### src/rtl/bcd2hex.sv
// Packed-BCD to binary converter using reverse double-dabble (shift right, then
// subtract 3 from any BCD nybble >= 8). Optional macro: BCD2HEX_INVALID_DIGIT_CHECK_EN.
module bcd2hex #(
   parameter int input_size_in_digits = 3,
   parameter int output_size_in_bits  = 10
) (
   input  logic                              clock,
   input  logic                              reset_n,
   input  logic                              start,
   input  logic [input_size_in_digits*4-1:0] bcd_in,
   output logic                              busy,
   output logic                              done,
   output logic [output_size_in_bits-1:0]    hex_out,
   output logic                              error
);

   localparam int bcd_w = input_size_in_digits * 4;
   localparam int reg_w = bcd_w + output_size_in_bits;
   localparam int cnt_w = $clog2(output_size_in_bits + 1);

   typedef enum logic [1:0] {IDLE, SHIFT, ADJUST, DONE} state_t;

   state_t                           state, state_next;
   logic [reg_w-1:0]                 shreg, shreg_next, shreg_adj;
   logic [cnt_w-1:0]                 cnt, cnt_next;
   logic                             busy_next, done_next;
   logic [output_size_in_bits-1:0]   hex_next;
   logic                             accept;

   assign accept = (state == IDLE) && start;

   // Every BCD nybble is corrected from its pre-adjust value in one cycle.
   always_comb begin
      logic [3:0] nyb;
      shreg_adj = shreg;
      for (int i = 0; i < input_size_in_digits; i++) begin
         nyb = shreg[output_size_in_bits + 4*i +: 4];
         if (nyb >= 4'd8)
            shreg_adj[output_size_in_bits + 4*i +: 4] = nyb - 4'd3;
      end
   end

   // NOTE: every signal gets a default before the case so no latch is inferred.
   always_comb begin
      state_next = state;
      shreg_next = shreg;
      cnt_next   = cnt;
      busy_next  = busy;
      done_next  = 1'b0;
      hex_next   = hex_out;
      case (state)
         IDLE: begin
            if (start) begin
               shreg_next = {bcd_in, {output_size_in_bits{1'b0}}};
               cnt_next   = cnt_w'(output_size_in_bits);
               busy_next  = 1'b1;
               state_next = SHIFT;
            end
         end
         SHIFT: begin
            shreg_next = shreg >> 1;
            cnt_next   = cnt - cnt_w'(1);
            state_next = ADJUST;
         end
         ADJUST: begin
            shreg_next = shreg_adj;
            state_next = (cnt == '0) ? DONE : SHIFT;
         end
         DONE: begin
            hex_next   = shreg[output_size_in_bits-1:0];
            done_next  = 1'b1;
            busy_next  = 1'b0;
            state_next = IDLE;
         end
         default: state_next = IDLE;
      endcase
   end

   // NOTE: sequential state uses non-blocking assignments only.
   always_ff @(posedge clock or negedge reset_n) begin
      if (!reset_n) begin
         state   <= IDLE;
         shreg   <= '0;
         cnt     <= '0;
         busy    <= 1'b0;
         done    <= 1'b0;
         hex_out <= '0;
      end else begin
         state   <= state_next;
         shreg   <= shreg_next;
         cnt     <= cnt_next;
         busy    <= busy_next;
         done    <= done_next;
         hex_out <= hex_next;
      end
   end

`ifdef BCD2HEX_INVALID_DIGIT_CHECK_EN
   logic bad_digit;
   logic bad_pending;

   always_comb begin
      bad_digit = 1'b0;
      for (int i = 0; i < input_size_in_digits; i++)
         if (bcd_in[4*i +: 4] > 4'd9) bad_digit = 1'b1;
   end

   // Flag is captured with the operand and published alongside done.
   always_ff @(posedge clock or negedge reset_n) begin
      if (!reset_n) begin
         bad_pending <= 1'b0;
         error       <= 1'b0;
      end else begin
         if (accept)        bad_pending <= bad_digit;
         if (state == DONE) error       <= bad_pending;
      end
   end
`else
   logic unused_accept;
   assign unused_accept = accept;
   assign error         = 1'b0;
`endif

endmodule

### config.mk
export PLATFORM = sky130hd
export DESIGN_NAME = bcd2hex
export DESIGN_NICKNAME = d
export VERILOG_FILES = /design/src/rtl/bcd2hex.sv
export SDC_FILE = /design/constraint.sdc
export NUM_CORES = 1
export LEC_CHECK = 0
export CORE_MARGIN = 1.5
export CORE_UTILIZATION = 40
export DETAILED_ROUTE_END_ITERATION = 10
export PLACE_DENSITY = 0.71
export SYNTH_ARGS = -nofsm -noshare
export SYNTH_HDL_FRONTEND = slang
export SYNTH_SLANG_ARGS = --single-unit
### constraint.sdc
create_clock -name clock -period 3.05 [get_ports clock]
set_clock_uncertainty 0.15 [all_clocks]
set_input_delay 0.305 -clock clock [delete_from_list [all_inputs] [get_ports clock]]
set_output_delay 0.305 -clock clock [all_outputs]
set_load 0.02 [all_outputs]
==> results of run 1 <==
## metrics by stage
step           instances    util  power (mW)  area, sq um
4_1_cts              300  0.4849       2.448         2445
3_5_place_dp         293  0.4687       2.099         2364
2_1_floorplan        208       -       1.815         2078
6_report             300  0.4849       2.420         2445
3_3_place_gp         293  0.4687       2.078         2364
5_1_grt              300  0.4849       2.642         2445
## worst max-delay path: stages (launching register included)
cell and delay, ps:
dfrtp_1 410, inv_1 80, ha_1 520, and2_1 360, a221o_1 330, a22o_1 220
## routing by layer
metal	wire length (um)	part of all wire	track usage
met5	0	0	0
met4	29	0.0075	0.03838
met3	102	0.026	0.03347
met2	1876	0.49	0.2625
met1	1849	0.48	0.2121
## cell families after synthesis
kind of cell | synth area share
flops | 0.4816
compound gates | 0.1499
other cells | 0.001804
mux | 0.09091
fa+ha+maj | 0.06622
buf+inv | 0.05298
xor+xnor | 0.004215
simple gates | 0.1523
## sequential cells by signal (all words and copies together), names as in the netlist
signal	cells
hex_out	10
cnt	4
shreg	22
busy	1
state	2
done	1
## path summary, 6_finish.rpt
check                         start        end  slack (ps)  cells past startpoint
min in group clock         shreg[0]   shreg[0]         350                      2
max reg2reg                state[0]  shreg[12]         870                      5
max                        state[0]  shreg[12]         870                      5
max in group asynchronous   reset_n     cnt[0]        2230                      1
min reg2reg                shreg[0]   shreg[0]         350                      2
min                         reset_n  shreg[19]         -20                      1
## cell usage after synthesis
| cell type | number | area share |
|---|---|---|
| a2111oi_0 | 1 | 0.0042 |
| a21oi_1 | 8 | 0.019 |
| a21oi_2 | 1 | 0.0042 |
| a221o_1 | 4 | 0.019 |
| a221oi_1 | 3 | 0.013 |
| a22o_1 | 2 | 0.0084 |
| a31oi_1 | 2 | 0.0060 |
| a32oi_1 | 1 | 0.0042 |
| and2_1 | 1 | 0.0030 |
| and2b_1 | 1 | 0.0036 |
| and3_1 | 1 | 0.0030 |
| buf_2 | 7 | 0.017 |
| buf_4 | 1 | 0.0036 |
| buf_6 | 1 | 0.0054 |
| clkbuf_1 | 3 | 0.0054 |
| conb_1 | 1 | 0.0018 |
| dfrtp_1 | 40 | 0.48 |
| ha_1 | 11 | 0.066 |
| inv_1 | 11 | 0.020 |
| inv_2 | 1 | 0.0018 |
| mux2_1 | 1 | 0.0054 |
| mux2_2 | 14 | 0.076 |
| mux2i_1 | 2 | 0.0096 |
| nand2_1 | 29 | 0.052 |
| nand2b_1 | 1 | 0.0030 |
| nand2b_2 | 1 | 0.0042 |
| nand3_1 | 4 | 0.0096 |
| nor2_1 | 19 | 0.034 |
| nor2b_1 | 2 | 0.0060 |
| nor3_1 | 3 | 0.0072 |
| nor3_4 | 2 | 0.016 |
| nor3b_1 | 2 | 0.0072 |
| o211ai_1 | 3 | 0.011 |
| o21ai_0 | 8 | 0.019 |
| o21ai_1 | 10 | 0.024 |
| o22ai_1 | 1 | 0.0030 |
| o2bb2a_1 | 1 | 0.0048 |
| o32a_1 | 2 | 0.0096 |
| or2_1 | 1 | 0.0030 |
| xnor2_1 | 1 | 0.0042 |
## layout make-up
| type | instances | area [sq um] | area share |
|---|---|---|---|
| clock buffer | 5 | 68.82 | 0.02815 |
| sequential | 40 | 1001 | 0.4094 |
| clock inverter | 2 | 12.51 | 0.005118 |
| inverter | 12 | 45.04 | 0.01842 |
| multi-input combinational | 144 | 967.2 | 0.3956 |
| timing repair buffer | 27 | 262.8 | 0.1075 |
| tap | 70 | 87.58 | 0.03582 |
## where the power goes
part	internal, mW	total [mW]	switching [mW]
logic	0.548	1.24	0.696
registers	0.700	0.846	0.147
clock network	0.155	0.331	0.176
total	1.40	2.42	1.02
==> out/summary.txt, run 1 <==
Detailed Route WL - 3858 um
Area grow syn2layout - 17.64%
Final GP Congestion - 0.8047
Critical path class - register to register
Maximum vdd drop - 0.4933 mV
Antenna diode count - 0
Most frequent cells in the layout - dfrtp_1, nand2_1, clkdlybuf4s50_1
Leading cell type in the layout, fill and taps excluded - dfrtp_1
I/O pins - 28
Flops & latches, synth - 40
Syn avg cell area - 9.992 sq um
Initial antenna violation count - 0
Fmax - 458.8 MHz
Num rows - 26
Setup TNS - 0 ps
CTS Buf Count - 5
Post-DP HPWL - 2639 um
Initial Utilization - 0.4122
Min Hold Slack - -24.36 ps
TritonRoute pass-1 iters - 4
Clk_lat worst skew - 290 ps
Yosys warns - 0
Width of the chip - 75.08 um
Synthesized area - 2078 sq um
Slew HR - 0.4243
Cts hold-fix bufs - 0
Register area share after synthesis - 0.4816
Vias in the first global route - 1,518
MaxCap Viol Count - 0
CTS tree - built
Pin count of the biggest net entering global routing - 41
Clock Sinks - 40
Core box area - 5042 sq um
Htree depth - 2
Setup WS pre-CTS - 867.9 ps
Initial DRC Count - 65
RSZ-0062 raised after global routing - no
Unique cell type count in the Yosys netlist - 40
Routed len/inst - 12.86 um
Grt ovf - 0
Drt drc - 0
Leak - 1.078 nW
Root Driver - clkbuf_8
Max Buffers Root-to-Sink - 2
Worst-Margin Slew - 863.6 ps
Via/cell ratio - 5.087
IO Port Bufs - 26
Arr. time, crit path - 2210 ps
Post-CTS sizing - 0
Slew Viols, Final - 0
Finish-stage setup viols - 0
GRT Util Overall - 0.1581
Worst Setup Slack, final - 870.5 ps
Layout cells sized above 1 - 0.1217
Status - finished, violations left
Fin nets - 256
DR vias - 1,526
Global-route wire length before repair - 6844 um
Cell Pwr Density - 989.9 nW/um^2
Die footprint - 5637 sq um
Fill cells - 486
Failing checks - hold timing
Hold/Removal Path Class - input port to async pin
Fin crit share - 0.7146
Die H - 75.08 um
Min cycle time layout - 2179 ps
Startpoint types - register
Fin. Hold Viols - 40
Clock-pin slew on the worst setup and hold paths - 80 ps
CP Capture Type - register
CP Max Fanout - 17
Worst path required time - 3080 ps
Postcts setup bufs - 0
Post-Syn Nets - 234
Post-route ant nets - 0
Cell count after synthesis - 208
(Power assumes the default switching activity.)
==> run 2: changes to the inputs <==
--- a/config.mk
+++ b/config.mk
@@ -8,7 +8,7 @@
 export CORE_MARGIN = 1.5
 export CORE_UTILIZATION = 40
 export DETAILED_ROUTE_END_ITERATION = 10
-export PLACE_DENSITY = 0.71
+export PLACE_DENSITY = 0.74
 export SYNTH_ARGS = -nofsm -noshare
 export SYNTH_HDL_FRONTEND = slang
 export SYNTH_SLANG_ARGS = --single-unit
==> constraint.sdc (replaced) <==
create_clock -name clock -period 1.89 [get_ports clock]
set_clock_uncertainty 0.15 [all_clocks]
set_input_delay 0.189 -clock clock [delete_from_list [all_inputs] [get_ports clock]]
set_output_delay 0.189 -clock clock [all_outputs]
set_load 0.02 [all_outputs]
==> run 2 against run 1 <==
Net effect: combinational power grew 99%; cell area increased by 8.9%; the flow now finishes without violations; critical endpoint is now shreg[18]; critical path depth increased by 1; total power is 83% higher; first-iteration DRC count increased by 7.7%; register-to-register slack worse by 840 ps.
==> out/summary.txt, run 2 (synthesis gave the netlist of run 1 again) <==
Final GP Congestion - 0.8012 (was 0.8047)
Die footprint - 5637 sq um (unchanged)
CP Capture Type - register (unchanged)
Initial antenna violation count - 0 (unchanged)
Setup TNS - 0 ps (unchanged)
Die H - 75.08 um (unchanged)
Maximum vdd drop - 0.7725 mV (was 0.4933 mV)
Pin count of the biggest net entering global routing - 41 (unchanged)
Startpoint types - register (unchanged)
Top Registers - shreg x22, hex_out x10, cnt x4 (unchanged)
Sequential power share - 0.308 (was 0.350)
Final std cells w/o fill - 324 (was 300)
Clock Sinks - 40 (unchanged)
Register area - 1001 sq um (unchanged)
Initial DRC Count - 70 (was 65)
Root Driver - clkbuf_8 (unchanged)
RSZ-0062 raised after global routing - yes (was no)
Int Power - 2.630 mW (was 1.402 mW)
Vias in the first global route - 1,582 (was 1,518)
Clock-pin slew on the worst setup and hold paths - 80 ps (about the same)
# placed instances - 314 (was 293)
IO Port Bufs - 26 (unchanged)
DR vias - 1,676 (was 1,526)
Cell Pwr Density - 1666 nW/um^2 (was 989.9 nW/um^2)
Core box area - 5042 sq um (unchanged)
Slowest cell on the critical path - ha_2 (was ha_1)
Antenna diode count - 0 (unchanged)
Worst path required time - 1910 ps (was 3080 ps)
TritonRoute pass-1 iters - 4 (unchanged)
Fin crit share - 0.9862 (was 0.7146)
Width of the chip - 75.08 um (unchanged)
Detailed Route WL - 4227 um (was 3858 um)
Critical path class - register to register (unchanged)
Clk_lat worst skew - 300 ps (was 290 ps)
CP Depth - 6 (was 5)
Max reg flops - 22 (unchanged)
Crit path buffers/inverters - 2 (was 1)
Fin. Hold Viols - 0 (was 40)
CTS Buf Count - 5 (unchanged)
Global-route wire length before repair - 7189 um (was 6844 um)
I/O pins - 28 (unchanged)
Finish-stage setup viols - 0 (unchanged)
Worst r2r path cells - 6 (was 5)
CP Max Fanout - 9 (was 17)
Clock power frac - 0.137 (about the same)
Post-route ant nets - 0 (unchanged)
Net Sw Frac - 0.4073 (was 0.4207)
Min cycle time layout - 1864 ps (was 2179 ps)
Fmax - 536.5 MHz (was 458.8 MHz)
Most frequent cells in the layout - dfrtp_1, nand2_1, clkdlybuf4s50_1 (unchanged)
Drt drc - 0 (unchanged)
Grt ovf - 0 (unchanged)
Area of the multi-input gates - 993.5 sq um (was 967.2 sq um)
Routed len/inst - 13.05 um (was 12.86 um)
Area grow syn2layout - 28.12% (was 17.64%)
CP delay by family, top - adder cells (was compound AO/OA/AOI/OAI gates)
Fill cells - 458 (was 486)
Slowest stage delay, CP - 400 ps (was 520 ps)
Slew Viols, Final - 0 (unchanged)
Status - complete, no violations (was finished, violations left)
Cell Chain, Critical Path - inv_1 > ha_2 > inv_2 > a221oi_1 > nor2_1 > mux2_2 (was inv_1 > ha_1 > and2_1 > a221o_1 > a22o_1)
Max Buffers Root-to-Sink - 2 (unchanged)
MaxCap Viol Count - 0 (unchanged)
Psw - 1.807 mW (was 1.018 mW)
Hold/Removal Path Class - input port to async pin (unchanged)
Htree depth - 2 (unchanged)
Leading cell type in the layout, fill and taps excluded - dfrtp_1 (unchanged)
Worst-Margin Slew - 511.7 ps (was 863.6 ps)
Num rows - 26 (unchanged)
Initial Utilization - 0.4122 (unchanged)
Fin nets - 279 (was 256)
Leak - 1.196 nW (was 1.078 nW)
Arr. time, crit path - 1890 ps (was 2210 ps)
Post-DP HPWL - 3063 um (was 2639 um)
Slew HR - 0.6589 (was 0.4243)
Layout cells sized above 1 - 0.2283 (was 0.1217)
Combinational Power Share - 0.556 (was 0.514)
CTS tree - built (unchanged)
Reg with most FFs - shreg (unchanged)
GRT Util Overall - 0.1678 (was 0.1581)
Via/cell ratio - 5.173 (was 5.087)
[run 2: worst paths after layout]
path | startpoint | endpoint | slack (ps)
max | state[1] | shreg[18] | 30
min | reset_n | shreg[21] | 330
max reg2reg | state[1] | shreg[18] | 30
min reg2reg | shreg[0] | shreg[0] | 350
max in group asynchronous | reset_n | shreg[12] | 900
min in group clock | shreg[0] | shreg[0] | 350
[run 2: power by group through the flow]
stage	clock, mW	sequential [mW]	combinational [mW]
5_1_grt	0.652	1.41	2.75
4_1_cts	0.618	1.36	2.41
6_report	0.607	1.36	2.47
3_3_place_gp	0	1.37	2.30
3_5_place_dp	0	1.38	2.36
2_1_floorplan	0	1.39	1.54
[run 2: area by class of cell]
cell class | instances | share of cell area
clock inverter | 2 | 0.005639
sequential | 40 | 0.3759
timing repair buffer | 50 | 0.1645
clock buffer | 6 | 0.03102
inverter | 12 | 0.01692
multi-input combinational | 144 | 0.3731
tap | 70 | 0.03289
[run 2: metal layers]
metal | track usage | routed length, um | vias to the layer above
li1 | - | - | 810
met1 | 0.2302 | 2020 | 827
met2 | 0.2586 | 1995 | 30
met3 | 0.03748 | 142 | 9
met4 | 0.06667 | 69 | 0
met5 | 0 | 0 | -
[run 2: what timing repair did]
action | CTS | global route
resized for setup | 4 | 6
setup buffers | 1 | 0
cloned | 0 | 0
pin swaps | 0 | 0
setup endpoints to repair | 13 | 10
hold buffers | 1 | 0
hold endpoints to repair | 40 | 0
[run 2: worst register-to-register path, stage by stage (launching register included)]
cell and delay, ps:
dfrtp_1 380, inv_1 100, ha_2 400, inv_2 110
a221oi_1 270, nor2_1 60, mux2_2 270
[run 2: stage by stage]
stage | util | power, mW | setup slack (ps) | hold slack, ps | instance area, sq um
2_1_floorplan | - | 2.929 | 57.24 | -256.6 | 2078
3_3_place_gp | 0.5000 | 3.668 | 3.367 | 128.7 | 2521
3_5_place_dp | 0.5000 | 3.741 | -84.96 | 133.7 | 2521
4_1_cts | 0.5241 | 4.390 | 6.306 | 342.7 | 2643
5_1_grt | 0.5280 | 4.806 | -16.50 | 383.2 | 2663
6_report | 0.5280 | 4.437 | 26.00 | 331.6 | 2663
==> run 3: changes to the inputs <==
--- a/config.mk
+++ b/config.mk
@@ -5,10 +5,11 @@
 export SDC_FILE = /design/constraint.sdc
 export NUM_CORES = 1
 export LEC_CHECK = 0
+export ABC_AREA = 1
 export CORE_MARGIN = 1.5
 export CORE_UTILIZATION = 40
 export DETAILED_ROUTE_END_ITERATION = 10
-export PLACE_DENSITY = 0.74
+export PLACE_DENSITY = 0.73
 export SYNTH_ARGS = -nofsm -noshare
 export SYNTH_HDL_FRONTEND = slang
 export SYNTH_SLANG_ARGS = --single-unit
==> run 3 against run 2 <==
Net effect: routed wire length decreased by 1.3%; non-clock buffer count decreased by 14; fmax increased by 3.7%; utilization decreased by 0.98 points; critical path depth unchanged; sequential share of layout area about the same; worst setup slack improved by 66 ps; count of clock-buffer cells in the layout increased by 1.
==> out/summary.txt, run 3 <==
GRT busiest layer - met2 (unchanged)
Worst path most repeated cell - o21ai_2
Design area - 2664 sq um (was 2663 sq um)
Initial DRC Count - 67 (was 70)
CTS Buf Count - 5 (unchanged)
Slew Viols, Final - 0 (unchanged)
Top Registers - shreg x22, hex_out x10, cnt x4 (unchanged)
Via/cell ratio - 4.755 (was 5.173)
Final GP Congestion - 0.8117 (was 0.8012)
Fin crit share - 0.9515 (was 0.9862)
Cell Pwr Density - 1550 nW/um^2 (was 1666 nW/um^2)
Most frequent cells in the layout - nand2_1, dfrtp_1, inv_1 (was dfrtp_1, nand2_1, clkdlybuf4s50_1)
Post-DP HPWL - 3013 um (was 3063 um)
Initial Utilization - 0.4153 (was 0.4122)
Syn avg cell area - 7.706 sq um (was 9.992 sq um)
CP Max Fanout - 14 (was 9)
Synthesized area - 2135 sq um (was 2078 sq um)
Clock Sinks - 40 (unchanged)
Main synth FF type - dfrtp_1 (unchanged)
CTS tree - built (unchanged)
GR Util met2 - 0.2550 (was 0.2586)
Post-Syn Nets - 303 (was 234)
Crit path buffers/inverters - 2 (unchanged)
GRT Util Overall - 0.1556 (was 0.1678)
Die footprint - 5784 sq um (was 5637 sq um)
Core box area - 5140 sq um (was 5042 sq um)
Min Hold Slack - 243.1 ps (was 331.6 ps)
Die H - 76.05 um (was 75.08 um)
CP Capture Type - register (unchanged)
Maximum vdd drop - 0.6555 mV (was 0.7725 mV)
Initial antenna violation count - 0 (unchanged)
Root Driver - clkbuf_8 (unchanged)
RSZ-0062 raised after global routing - yes (unchanged)
Post-route ant nets - 0 (unchanged)
Yosys warns - 0 (unchanged)
Number of flops mapped to enable cells by yosys - 0 (unchanged)
Placed Area - 2492 sq um (was 2521 sq um)
Flops & latches, synth - 40 (unchanged)
Vias in the first global route - 1,669 (was 1,582)
Clk_lat worst skew - 290 ps (was 300 ps)
Finish-stage setup viols - 0 (unchanged)
Grt ovf - 0 (unchanged)
FFs w/ async S/R, synth - 1.000 (unchanged)
Layout cells sized above 1 - 0.1022 (was 0.2283)
Routed len/inst - 10.90 um (was 13.05 um)
Setup TNS - 0 ps (unchanged)
IO Port Bufs - 26 (unchanged)
Leak - 1.360 nW (was 1.196 nW)
Area grow syn2layout - 24.79% (was 28.12%)
Clock-pin slew on the worst setup and hold paths - 70 ps (was 80 ps)
Most common cell in the synthesized netlist - nand2_1 (was dfrtp_1)
Core Util, Final - 0.5183 (was 0.5280)
Startpoint types - register (unchanged)
Synth cell count leaders - nand2_1, dfrtp_1, inv_1 (was dfrtp_1, nand2_1, nor2_1)
Min cycle time layout - 1798 ps (was 1864 ps)
Drt drc - 0 (unchanged)
Detailed Route WL - 4173 um (was 4227 um)
Fin. Hold Viols - 0 (unchanged)
Fmax - 556.1 MHz (was 536.5 MHz)
Fin nets - 338 (was 279)
Arr. time, crit path - 1830 ps (was 1890 ps)
Register area share after synthesis - 0.4689 (was 0.4816)
Setup WS pre-CTS - 95.36 ps (was -84.96 ps)
Width of the chip - 76.05 um (was 75.08 um)
MaxCap Viol Count - 0 (unchanged)
Htree depth - 2 (unchanged)
Synth area leaders - dfrtp_1, nand2_1, ha_1 (was dfrtp_1, mux2_2, ha_1)
Max reg flops - 22 (unchanged)
DR vias - 1,821 (was 1,676)
Top cell type's share of synthesized area - 0.4689 (was 0.4816)
Unique cell type count in the Yosys netlist - 24 (was 40)
Pin count of the biggest net entering global routing - 41 (unchanged)
Cell count after synthesis - 277 (was 208)
Reg with most FFs - shreg (unchanged)
Antenna diode count - 0 (unchanged)
TritonRoute pass-1 iters - 4 (unchanged)
Num rows - 26 (unchanged)
Global-route wire length before repair - 7334 um (was 7189 um)
Status - complete, no violations (unchanged)
Hold/Removal Path Class - input port to async pin (unchanged)
Slowest cell on the critical path - dfrtp_1 (was ha_2)
Leading cell type in the layout, fill and taps excluded - nand2_1 (was dfrtp_1)
Dominant cell type by area after synthesis - dfrtp_1 (unchanged)
Met1 usage - 0.2040 (was 0.2302)
Worst path required time - 1930 ps (was 1910 ps)
Slowest stage delay, CP - 430 ps (was 400 ps)
CP delay by family, top - flip-flops (was adder cells)
Worst Setup Slack, final - 91.67 ps (was 26.00 ps)
Critical path class - register to register (unchanged)
I/O pins - 28 (unchanged)
GR Layer Usage met3 - 0.03353 (was 0.03748)
Cell Chain, Critical Path - inv_1 > ha_2 > o21ai_2 > nor2_4 > buf_4 > o21ai_2 (was inv_1 > ha_2 > inv_2 > a221oi_1 > nor2_1 > mux2_2)
Max Buffers Root-to-Sink - 2 (unchanged)
-- run 3: changes by cell type in the layout (fill, tap and decap cells not counted), sizes merged, moves of 3 or more --
| cell | change |
|---|---|
| nand2 | +70 |
| inv | +23 |
| nand3 | +18 |
| mux2 | -15 |
| buf | -14 |
| o21ai | +10 |
| a221o | -4 |
| a21oi | -3 |
| a221oi | -3 |
-- run 3: stage by stage --
step	instances	total power, mW
after floorplan	277	2.754
after global placement	372	3.200
after detailed placement	372	3.250
after CTS	381	4.031
after global routing	383	4.529
final	383	4.128
-- run 3: layer usage --
metal	vias to the layer above	part of all wire	routed length (um)
met5	-	0	0
met4	0	0.019	80
met3	9	0.037	153
met2	40	0.47	1969
met1	833	0.47	1970
li1	939	-	-
-- run 3: final timing paths --
| check | startpoint | to | slack, ps | cells after the start |
|---|---|---|---|---|
| max | state[1] | shreg[2] | 90 | 6 |
| min | reset_n | shreg[12] | 240 | 3 |
| max reg2reg | state[1] | shreg[2] | 90 | 6 |
| min reg2reg | hex_out[3] | hex_out[3] | 320 | 2 |
| max in group asynchronous | reset_n | cnt[3] | 1160 | 3 |
| min in group clock | hex_out[3] | hex_out[3] | 320 | 2 |
-- run 3: cells by family (layout without fill, tap and decap cells) --
family,after synthesis,count (layout),share of synthesized area
other cells,1,1,0.001757
simple gates,142,142,0.2720
flops,40,40,0.4689
fa+ha+maj,11,11,0.06448
buf+inv,43,79,0.08499
compound gates,40,40,0.1079
-- run 3: what timing repair did --
action	in CTS	in global routing
hold buffers	1	0
hold endpoints to repair	40	0
resized for setup	0	6
setup buffers	0	2
endpoints found under the setup margin	0	20
-- run 3: power breakdown --
part           internal [mW]  switching (mW)  total, mW
combinational          0.791            1.31       2.10
clock                  0.466           0.288      0.753
sequential              1.09           0.182       1.27
total                   2.34            1.78       4.13
-- run 3: layout make-up --
class                   count  area (sq um)
clock buffers               7         96.34
clock inverters             1         30.03
fillers                   503          2476
inverters                  35         131.4
multi-input cells         194         972.2
flip-flops and latches     40          1001
well taps                  70         87.58
repair buffers             36         345.3
-- run 3: worst min-delay path, cell delays in order --
cell and delay [ps]:
dlygate4sd3_1 520, buf_2 120, buf_12 230
